[src/rtl/sensedrive_chan_tx_pkg.sv]
// sensedrive_chan_tx_pkg: state encodings and synchronizer depth shared by the channel transmitter
package sensedrive_chan_tx_pkg;
    localparam int SYNC_STAGES = 2;
    typedef enum logic [1:0] {
        TX_IDLE  = 2'd0,
        TX_SETUP = 2'd1,
        TX_REQH  = 2'd2,
        TX_REQL  = 2'd3
    } tx_state_e;
endpackage

[src/rtl/async_bit_sync.sv]
// async_bit_sync: N-flop single-bit synchronizer, async active-low reset to 0
module async_bit_sync #(
    parameter int STAGES = 2
) (
    input  logic clk_i,
    input  logic rst_ni,
    input  logic d_i,
    output logic q_o
);
    logic [STAGES-1:0] sync_q;
    always_ff @(posedge clk_i or negedge rst_ni) begin
        if (!rst_ni) sync_q <= '0;
        else         sync_q <= {sync_q[STAGES-2:0], d_i};
    end
    assign q_o = sync_q[STAGES-1];
endmodule

[src/rtl/sensedrive_chan_tx.sv]
// sensedrive_chan_tx: clocked valid/ready to 4-phase bundled-data push channel, 2-word buffer and watchdog
module sensedrive_chan_tx
    import sensedrive_chan_tx_pkg::*;
#(
    parameter int DATA_W      = 4,
    parameter int TIMEOUT_CYC = 1024
) (
    input  logic              clk_sampler,
    input  logic              rst_sampler_n,
    input  logic              in_valid,
    output logic              in_ready,
    input  logic [DATA_W-1:0] in_data,
    output logic              chan__out_0r,
    output logic [DATA_W-1:0] chan__out_0d,
    input  logic              chan__out_0a,
    output logic              busy,
    output logic              timeout_err,
    input  logic              err_clr
);
    localparam logic [15:0] WD_LIMIT = 16'(TIMEOUT_CYC);

    logic [DATA_W-1:0] mem_q [2];
    logic              wr_ptr_q, rd_ptr_q;
    logic [1:0]        count_q;
    tx_state_e         state_q;
    logic              req_q;
    logic [DATA_W-1:0] data_q;
    logic [15:0]       wd_q, wd_d;
    logic              err_q, err_d;
    logic              ack_s, push, pop, wd_run, wd_hit;

    async_bit_sync #(.STAGES(SYNC_STAGES)) u_ack_sync (
        .clk_i (clk_sampler),
        .rst_ni(rst_sampler_n),
        .d_i   (chan__out_0a),
        .q_o   (ack_s)
    );

    assign in_ready = count_q != 2'd2;
    assign push     = in_valid & in_ready;
    assign pop      = (count_q != 2'd0) & ((state_q == TX_IDLE) | ((state_q == TX_REQL) & !ack_s));

    // the watchdog only counts while a phase is still waiting; any phase entry leaves it at zero
    assign wd_run = ((state_q == TX_REQH) & !ack_s) | ((state_q == TX_REQL) & ack_s);
    assign wd_d   = !wd_run ? 16'd0 : (wd_q == WD_LIMIT) ? wd_q : wd_q + 16'd1;
    assign wd_hit = wd_run & (WD_LIMIT != 16'd0) & (wd_q + 16'd1 == WD_LIMIT);
    assign err_d  = wd_hit | (err_q & !err_clr);

    always_ff @(posedge clk_sampler or negedge rst_sampler_n) begin
        if (!rst_sampler_n) begin
            mem_q    <= '{default: '0};
            wr_ptr_q <= 1'b0;
            rd_ptr_q <= 1'b0;
            count_q  <= 2'd0;
        end else begin
            if (push) begin
                mem_q[wr_ptr_q] <= in_data;
                wr_ptr_q        <= !wr_ptr_q;
            end
            if (pop) rd_ptr_q <= !rd_ptr_q;
            count_q <= count_q + 2'(push) - 2'(pop);
        end
    end

    always_ff @(posedge clk_sampler or negedge rst_sampler_n) begin
        if (!rst_sampler_n) begin
            state_q <= TX_IDLE;
            req_q   <= 1'b0;
            data_q  <= '0;
        end else begin
            if (pop) data_q <= mem_q[rd_ptr_q];
            case (state_q)
                TX_IDLE:  if (pop) state_q <= TX_SETUP;
                TX_SETUP: begin
                    req_q   <= 1'b1;
                    state_q <= TX_REQH;
                end
                TX_REQH:  if (ack_s) begin
                    req_q   <= 1'b0;
                    state_q <= TX_REQL;
                end
                TX_REQL:  if (!ack_s) state_q <= pop ? TX_SETUP : TX_IDLE;
            endcase
        end
    end

    always_ff @(posedge clk_sampler or negedge rst_sampler_n) begin
        if (!rst_sampler_n) begin
            wd_q  <= 16'd0;
            err_q <= 1'b0;
        end else begin
            wd_q  <= wd_d;
            err_q <= err_d;
        end
    end

    assign chan__out_0r = req_q;
    assign chan__out_0d = data_q;
    assign busy         = (state_q != TX_IDLE) | (count_q != 2'd0);
    assign timeout_err  = err_q;
endmodule

[config.mk]
export PLATFORM = sky130hd
export DESIGN_NAME = sensedrive_chan_tx
export DESIGN_NICKNAME = d
export VERILOG_FILES = /design/src/rtl/sensedrive_chan_tx_pkg.sv /design/src/rtl/async_bit_sync.sv /design/src/rtl/sensedrive_chan_tx.sv
export SDC_FILE = /design/constraint.sdc
export NUM_CORES = 1
export LEC_CHECK = 0
export BUFFER_PORTS_ARGS = -buffer_cell sky130_fd_sc_hd__buf_2
export CORE_MARGIN = 1.5
export CORE_UTILIZATION = 35
export CTS_BUF_LIST = sky130_fd_sc_hd__clkbuf_16
export DETAILED_ROUTE_END_ITERATION = 7
export GPL_ROUTABILITY_DRIVEN = 0
export SKIP_CTS_REPAIR_TIMING = 1
export SYNTH_ARGS = -nofsm -noshare
export SYNTH_HDL_FRONTEND = slang
export SYNTH_SLANG_ARGS = --single-unit
[constraint.sdc]
create_clock -name clk_sampler -period 3.1 [get_ports clk_sampler]
set_input_delay 0 -clock clk_sampler [delete_from_list [all_inputs] [get_ports clk_sampler]]
set_output_delay 0 -clock clk_sampler [all_outputs]
set_load 0.005 [all_outputs]
==> results.py, run 1 <==
metrics = {
    "sta": {
        "hold_viol": 0,
        "fmax_mhz": 506,
        "finalSetupTns_ns": 0,
        "drv_slew": 0,
        "grt_setup_unrepaired": "false",
        "tightest_slew_ns": 0.839,
        "max_slew_margin_pct": 44.1,
        "period_minus_slack_ns": 1.98,
        "fin_worst_skew_ns": 0.00511,
        "fin_crit_sh_pct": 63.8,
        "hold_slack_ns": 0.0666,
        "setup_violations": 0,
    },
    "synth": {
        "synth_top_area_share_pct": 50.2,
        "synth.net_count": 200,
        "ys_seq_area_share_pct": 50.2,
        "async_reset_ff_share_pct": 100,
        "synthSimpleGateAreaFrac_pct": 17.0,
        "postSynthAreaPerCell_um2": 10.4,
        "synthAdderAreaFrac_pct": 5.94,
        "synth.top_cells.by_area": "dfrtp_1 (50%), xnor2_1 (6.9%), ha_1 (5.9%)",
        "synth-compound-area-share_pct": 6.08,
        "muxShareOfSynthArea_pct": 8.52,
        "ys_ff_latch": 38,
        "yosys_warnings": 0,
        "yosysUniqueCellTypes": 34,
        "synth_top_family_by_area": "simple AND/OR/NAND/NOR gates",
        "synth_top_area_cell": "dfrtp_1",
        "synth.cell_area_um2": 1890,
        "synth-edff-count": 0,
        "synth_cells": 182,
        "synth_flop_cell": "dfrtp_1",
        "synthXorXnorAreaFrac_pct": 8.78,
    },
    "worst_setup_path": {
        "cp_slowest_stage_delay_ns": 0.41,
        "cp.required_ns": 3.31,
        "path_cells": "ha_1 -> nor2b_1 -> o22ai_1 -> buf_4 -> inv_1 -> ha_1 -> inv_1 -> ha_1 -> xnor2_1 -> xnor2_1",
        "path_max_fanout": 10,
        "slowest_stage": "dfrtp_1",
        "critical_path.startpoint_type": "flip-flop",
        "path_buf_inv": 3,
        "critPathKind": "reg2reg",
        "path_delay_family": "adder cells",
        "crit_top_cell": "ha_1",
        "cp.arrival_ns": 2.18,
        "end_kind": "flip-flop",
    },
    "routing": {
        "via_per_inst": 4.78,
        "wl_per_cell_um": 11.9,
        "wirelength_mm": 3.33,
        "drt_first_pass_iters": 4,
        "route.detailed.drc": 0,
        "detail-route-antenna-nets": 0,
        "vias": 1334,
        "drt-initial-drc-count": 67,
    },
    "clock_network": {
        "cts_root_buf": "clkbuf_16",
        "tritoncts": "done",
        "clock_path_buffers": 2,
        "cts_sinks": 38,
        "clk_pin_slew_worst_paths_ns": 0.06,
        "numCtsBuffers": 5,
        "htree_num_levels": 2,
        "clk_latency_ns": 0.28,
    },
    "grt": {
        "grt_first_pass_wirelength_mm": 6.07,
        "gr-total-overflow": 0,
        "antenna_found_initial": 0,
        "grt_usage_pct": 13.0,
        "grt_max_degree": 39,
        "grt_pass1_vias": 1240,
    },
    "power": {
        "peakVddDrop_mv": 0.280,
        "p_per_area_nw_per_um2": 849,
        "leakage_uw": 0.000998,
    },
    "die": {
        "io_pins": 17,
        "die-area_um2": 5860,
        "die_width_um": 76.6,
        "core_um2": 5170,
        "row_count": 26,
        "die_y_um": 76.6,
        "start_util_pct": 36.6,
    },
    "finish": {
        "fillers": 493,
        "syn_to_final_growth_pct": 22.1,
        "diodes": 0,
        "multi_input_area_um2": 877,
        "mostFrequentLayoutCells": "dfrtp_1 (38), nor2_1 (23), buf_2 (16)",
        "layout.nets": 226,
        "drive_gt1_share_pct": 18.7,
        "regArea_um2": 951,
        "utilization_pct": 44.7,
        "mostFrequentLayoutCell": "dfrtp_1",
    },
    "run_status": {
        "status": "complete, no violations",
    },
    "flow_run": {
        "drv_cap": 0,
    },
    "hold_path": {
        "min_path_type": "in2reg",
    },
    "place": {
        "dp_hpwl_mm": 2.37,
        "portBuffers": 16,
    },
}
==> kinds of logic (layout without fill, tap and decap cells) <==
logic type	Yosys count	count (layout)
buffers and inverters	17	44
XOR/XNOR	19	19
flip-flops	38	38
adder cells (fa/ha/maj)	9	9
multiplexers	15	15
AO/OA/AOI/OAI	18	18
AND/OR/NAND/NOR	66	66
==> metrics by stage <==
| step | instances | worst slack (ns) | instance area [um^2] | power, uW |
|---|---|---|---|---|
| 2_1_floorplan | 182 | 0.984 | 1890 | 1150 |
| 3_3_place_gp | 264 | 1.16 | 2050 | 1300 |
| 3_5_place_dp | 264 | 1.12 | 2050 | 1320 |
| 4_1_cts | 272 | 1.10 | 2240 | 1990 |
| 5_1_grt | 279 | 0.951 | 2310 | 2120 |
| 6_report | 279 | 1.12 | 2310 | 1960 |
==> routing by layer <==
metal / global-route usage, % / vias to the layer above / wire, um
met3: 4.31 / 4 / 144
met2: 19.5 / 22 / 1470
met4: 3.33 / 0 / 34
met1: 18.1 / 635 / 1690
met5: 0 / - / 0
li1: - / 673 / -
==> sequential cells by signal, summed over array words and instances, names as in the netlist <==
signal / count
timeout_err: 1
chan__out_0r: 1
mem_q: 8
state_q: 2
u_ack_sync.sync_q: 2
count_q: 2
wd_q: 16
wr_ptr_q: 1
rd_ptr_q: 1
chan__out_0d: 4
==> path summary, 6_finish.rpt <==
check	cells past startpoint	endpoint	slack [ns]	start
max	10	count_q[1]	1.12	state_q[0]
min	3	wr_ptr_q	0.07	in_valid
max reg2reg	10	count_q[1]	1.12	state_q[0]
min reg2reg	0	u_ack_sync.sync_q[1]	0.34	u_ack_sync.sync_q[0]
max in group asynchronous	2	wd_q[12]	2.21	rst_sampler_n
min in group asynchronous	2	chan__out_0r	0.36	rst_sampler_n
==> synth_stat cells (2+ instances only) <==
master and number:
a21oi_1 3, buf_2 2, clkbuf_1 2, dfrtp_1 38, ha_1 9, inv_1 12, mux2_2 9, mux2i_1 6
nand2_1 12, nand3_1 8, nand4_1 6, nor2_1 23, nor3_1 5, nor4_1 2, o21ai_0 7, o22ai_1 3
xnor2_1 15, xor2_1 4
==> power by group <==
group	total [uW]	internal, uW	switching (uW)
clock network	660	462	198
logic	556	276	280
registers	746	642	104
total	1960	1380	582
==> final cells by class <==
| cell class | count | area share [%] |
|---|---|---|
| clock buffers | 5 | 5.41 |
| clock inverters | 3 | 2.98 |
| inverters | 12 | 1.95 |
| multi-input cells | 127 | 37.9 |
| flip-flops and latches | 38 | 41.1 |
| well taps | 70 | 3.79 |
| repair buffers | 24 | 6.82 |
==> worst reg2reg max path, stage by stage (launching register included) <==
cell and delay [ns]:
dfrtp_1 0.41, ha_1 0.23, nor2b_1 0.13, o22ai_1 0.12, buf_4 0.18, inv_1 0.07
ha_1 0.26, inv_1 0.03, ha_1 0.17, xnor2_1 0.17, xnor2_1 0.13
Note: power is estimated with default switching activity, not from simulation.
==> run 2, diff against run 1 <==
Clock period 3.1 ns to 1.7 ns, I/O delays scaled along.
==> results.py, run 2 (same netlist as run 1, synthesis figures left out) <==
metrics = {
    "routing": {
        "wirelength_mm": 3.71,
        "vias": 1445,
        "route.detailed.drc": 0,
        "via_per_inst": 4.72,
        "drt_first_pass_iters": 4,
        "wl_per_cell_um": 12.1,
        "drt-initial-drc-count": 45,
        "detail-route-antenna-nets": 0,
    },
    "sta": {
        "drv_slew": 0,
        "fin_crit_sh_pct": 101,
        "fmax_mhz": 582,
        "timing.final.ws_setup_ns": -0.0191,
        "max_slew_margin_pct": 81.4,
        "period_minus_slack_ns": 1.72,
        "grt_setup_unrepaired": "true",
        "tightest_slew_ns": 0.280,
        "hold_slack_ns": 0.0948,
        "fin_worst_skew_ns": 0.00428,
        "finalSetupTns_ns": -0.0191,
        "hold_viol": 0,
        "setup_violations": 1,
    },
    "clock_network": {
        "cts_sinks": 38,
        "numCtsBuffers": 5,
        "tritoncts": "done",
        "clock_path_buffers": 2,
        "clk_latency_ns": 0.28,
        "htree_num_levels": 2,
        "clk_pin_slew_worst_paths_ns": 0.06,
        "cts_root_buf": "clkbuf_16",
    },
    "grt": {
        "grt_pass1_vias": 1442,
        "grt_max_degree": 39,
        "grt_first_pass_wirelength_mm": 6.37,
        "gr-total-overflow": 0,
        "grt_usage_pct": 13.5,
        "antenna_found_initial": 0,
    },
    "worst_setup_path": {
        "critical_path.startpoint_type": "flip-flop",
        "path_max_fanout": 4,
        "cp.arrival_ns": 1.88,
        "end_kind": "flip-flop",
        "critPathKind": "reg2reg",
        "cp.required_ns": 1.86,
        "ff2ff_path_depth": 9,
    },
    "finish": {
        "syn_to_final_growth_pct": 37.3,
        "mostFrequentLayoutCell": "dfrtp_1",
        "drive_gt1_share_pct": 34.3,
        "diodes": 0,
        "largest_reg_flops": 16,
        "fillers": 443,
        "layout.nets": 253,
        "final_cell_count_no_fill": 306,
        "top_register": "wd_q",
        "mostFrequentLayoutCells": "dfrtp_1 (37), buf_4 (27), nor2_1 (23)",
    },
    "die": {
        "io_pins": 17,
        "start_util_pct": 36.6,
        "die_y_um": 76.6,
        "die-area_um2": 5860,
        "core_um2": 5170,
        "row_count": 26,
        "die_width_um": 76.6,
    },
    "run_status": {
        "violations": "setup timing",
        "status": "complete, but fails checks",
    },
    "place": {
        "dp_hpwl_mm": 2.60,
        "portBuffers": 16,
        "pre_cts_ws_ns": -0.0676,
        "placedCellCount": 286,
    },
    "hold_path": {
        "whs_path_depth": 3,
        "min_path_type": "in2reg",
    },
    "flow_run": {
        "drv_cap": 0,
    },
    "power": {
        "peakVddDrop_mv": 0.629,
        "leakage_uw": 0.00113,
        "p_per_area_nw_per_um2": 1500,
        "power.total_uw": 3910,
    },
}
## run 2: changes by cell type in the layout (fill, tap and decap cells not counted), moves of 2 or more
| cell | delta |
|---|---|
| clkinvlp_4 | +2 |
| buf_4 | +26 |
| ha_1 | -5 |
| inv_1 | -2 |
| ha_4 | +2 |
| ha_2 | +3 |
| inv_2 | +2 |
## run 2: final timing paths
kind / to / slack (ns) / start
max reg2reg: count_q[1] / -0.02 / state_q[1]
max: count_q[1] / -0.02 / state_q[1]
min in group asynchronous: chan__out_0r / 0.21 / rst_sampler_n
min reg2reg: u_ack_sync.sync_q[1] / 0.35 / u_ack_sync.sync_q[0]
max in group asynchronous: wd_q[7] / 1.28 / rst_sampler_n
min: wr_ptr_q / 0.09 / in_valid
## run 2: power by group
group	internal (uW)	switching [uW]	leakage [uW]	total [uW]
logic	823	654	0.000574	1480
clock network	691	370	0.0000760	1060
registers	1170	202	0.000482	1370
## run 2: layout make-up
type                            instances  area, um^2  share of cell area (%)
Clock buffer                            5         125                    4.81
Clock inverter                          3        45.0                    1.73
Inverter                               12        45.0                    1.73
Multi-Input combinational cell        127         972                    37.4
Sequential cell                        38         952                    36.6
Tap cell                               70        87.6                    3.37
Timing Repair Buffer                   51         373                    14.3
## run 2: worst max-delay path, cell delays in order (launching register included)
cell and delay (ns):
dfrtp_1 0.41, ha_2 0.20, nor2b_4 0.13, o22ai_4 0.11, inv_2 0.07, ha_4 0.26
inv_2 0.04, ha_4 0.15, xnor2_2 0.12, xnor2_1 0.12
## run 2: metrics by stage
step / util (%) / area [um^2]
2_1_floorplan: - / 1920
3_3_place_gp: 43.6 / 2250
3_5_place_dp: 43.6 / 2250
4_1_cts: 46.9 / 2420
5_1_grt: 50.3 / 2600
6_report: 50.3 / 2600
## run 2: metal layers
metal  GRT usage [%]  part of all wire [%]
met1            17.2                    48
met2            22.1                    47
met3            3.47                   3.2
met4            4.63                   1.3
met5               0                     0
==> run 3, diff against run 2 <==
Settings changed: BUFFER_PORTS_ARGS -buffer_cell sky130_fd_sc_hd__buf_2 to -buffer_cell sky130_fd_sc_hd__clkbuf_2.
==> results.py, run 3 (same netlist as run 1, synthesis figures left out) <==
metrics = {
    "die": {
        "die_y_um": 76.6,
        "row_count": 26,
        "die_width_um": 76.6,
        "core_um2": 5170,
        "die-area_um2": 5860,
        "io_pins": 17,
        "start_util_pct": 36.6,
    },
    "power": {
        "p_per_area_nw_per_um2": 1560,
        "p_int_uw": 2820,
        "seqPwrFrac_pct": 34.4,
        "power.total_uw": 4010,
        "switching_share_pct": 29.7,
        "combinationalPowerShare_pct": 35.9,
        "leakage_uw": 0.00113,
        "p_sw_uw": 1190,
        "clockPowerShare_pct": 29.8,
        "peakVddDrop_mv": 0.662,
    },
    "finish": {
        "layout.nets": 252,
        "largest_reg_flops": 16,
        "syn_to_final_growth_pct": 35.8,
        "utilization_pct": 49.7,
        "mostFrequentLayoutCell": "dfrtp_1",
        "top_register": "wd_q",
        "fillers": 464,
        "diodes": 0,
        "drive_gt1_share_pct": 32.3,
        "mostFrequentLayoutCells": "dfrtp_1 (38), buf_4 (27), nor2_1 (23)",
    },
    "worst_setup_path": {
        "critPathKind": "reg2reg",
        "cp_slowest_stage_delay_ns": 0.40,
        "path_delay_family": "adder cells",
        "end_kind": "flip-flop",
        "cp.required_ns": 1.86,
        "rrSetupSlack_ns": -0.05,
        "path_buf_inv": 2,
        "slowest_stage": "dfrtp_1",
        "critical_path.startpoint_type": "flip-flop",
        "ff2ff_path_depth": 9,
        "path_cells": "ha_2 -> nor2b_4 -> o22ai_4 -> inv_2 -> ha_4 -> inv_2 -> ha_4 -> xnor2_2 -> xnor2_1",
        "cp.arrival_ns": 1.91,
        "reg2reg_to": "count_q[1]",
        "path_max_fanout": 3,
        "r2r-start": "state_q[0]",
    },
    "grt": {
        "antenna_found_initial": 0,
        "gr-total-overflow": 0,
        "grt_first_pass_wirelength_mm": 5.84,
        "grt_max_degree": 39,
        "grt_pass1_vias": 1292,
        "grt_usage_pct": 12.4,
    },
    "sta": {
        "fmax_mhz": 571,
        "period_minus_slack_ns": 1.75,
        "drv_slew": 0,
        "grt_setup_unrepaired": "true",
        "timing.final.ws_setup_ns": -0.0506,
        "finalSetupTns_ns": -0.0506,
        "hold_slack_ns": 0.105,
        "tightest_slew_ns": 0.472,
        "hold_viol": 0,
        "max_slew_margin_pct": 68.5,
        "setup_violations": 1,
        "fin_crit_sh_pct": 103,
        "fin_worst_skew_ns": 0.00712,
    },
    "run_status": {
        "status": "complete, but fails checks",
        "violations": "setup timing",
    },
    "place": {
        "portBuffers": 16,
        "dp_hpwl_mm": 2.52,
    },
    "hold_path": {
        "whs_endpoint": "wr_ptr_q",
        "whs_path_depth": 3,
        "min_from": "in_valid",
        "min_path_type": "in2reg",
    },
    "routing": {
        "vias": 1389,
        "detail-route-antenna-nets": 0,
        "wirelength_mm": 3.55,
        "route.detailed.drc": 0,
        "drt-initial-drc-count": 55,
        "wl_per_cell_um": 11.6,
        "via_per_inst": 4.55,
        "drt_first_pass_iters": 5,
    },
    "clock_network": {
        "htree_num_levels": 2,
        "clk_pin_slew_worst_paths_ns": 0.06,
        "clk_latency_ns": 0.28,
        "numCtsBuffers": 5,
        "tritoncts": "done",
        "cts_sinks": 38,
        "cts_root_buf": "clkbuf_16",
        "clock_path_buffers": 2,
    },
    "flow_run": {
        "drv_cap": 0,
    },
}
## run 3: how the worst max path moves through the flow
| stage | start | to | slack, ns | cells after the start |
|---|---|---|---|---|
| 2_1_floorplan | state_q[1] | count_q[1] | -0.09 | 9 |
| 3_3_place_gp | state_q[1] | count_q[1] | -0.01 | 9 |
| 3_5_place_dp | state_q[1] | count_q[1] | -0.05 | 9 |
| 4_1_cts | state_q[1] | count_q[1] | -0.05 | 9 |
| 5_1_grt | state_q[1] | count_q[1] | -0.11 | 9 |
| 6_report | state_q[0] | count_q[1] | -0.05 | 9 |
## run 3: per-layer routing
layer	GRT usage, %	share of wire, %
met2	20.4	48
met4	2.22	0.59
met5	0	0
met3	3.71	4.3
met1	16.4	47
## run 3: power by group through the flow
stage          combinational [uW]  clock, uW  sequential (uW)
2_1_floorplan                 830          0             1340
3_3_place_gp                 1270          0             1380
3_5_place_dp                 1290          0             1390
4_1_cts                      1290       1230             1370
5_1_grt                      1620       1260             1410
6_report                     1440       1190             1380
## run 3: worst min-delay path, delay by kind of cell
family        cells  cell delay [ns]
xor+xnor          1             0.09
buf+inv           1             0.09
simple gates      1             0.16
## run 3: per-stage QoR
| step | setup WS [ns] | instance area (um^2) | cells |
|---|---|---|---|
| finish | -0.0506 | 2570 | 305 |
| detailed placement | -0.0509 | 2230 | 285 |
| global placement | -0.0124 | 2230 | 285 |
| global route | -0.105 | 2570 | 305 |
| CTS | -0.0543 | 2430 | 293 |
| floorplan | -0.0891 | 1920 | 182 |
## run 3: cell type report
class                   instances  area, um^2  share of cell area [%]
clock buffers                   5         125                    4.86
well taps                      70        87.6                    3.40
repair buffers                 50         353                    13.7
inverters                      12        45.0                    1.75
multi-input cells             127         942                    36.6
flip-flops and latches         38         951                    37.0
clock inverters                 3        68.8                    2.68
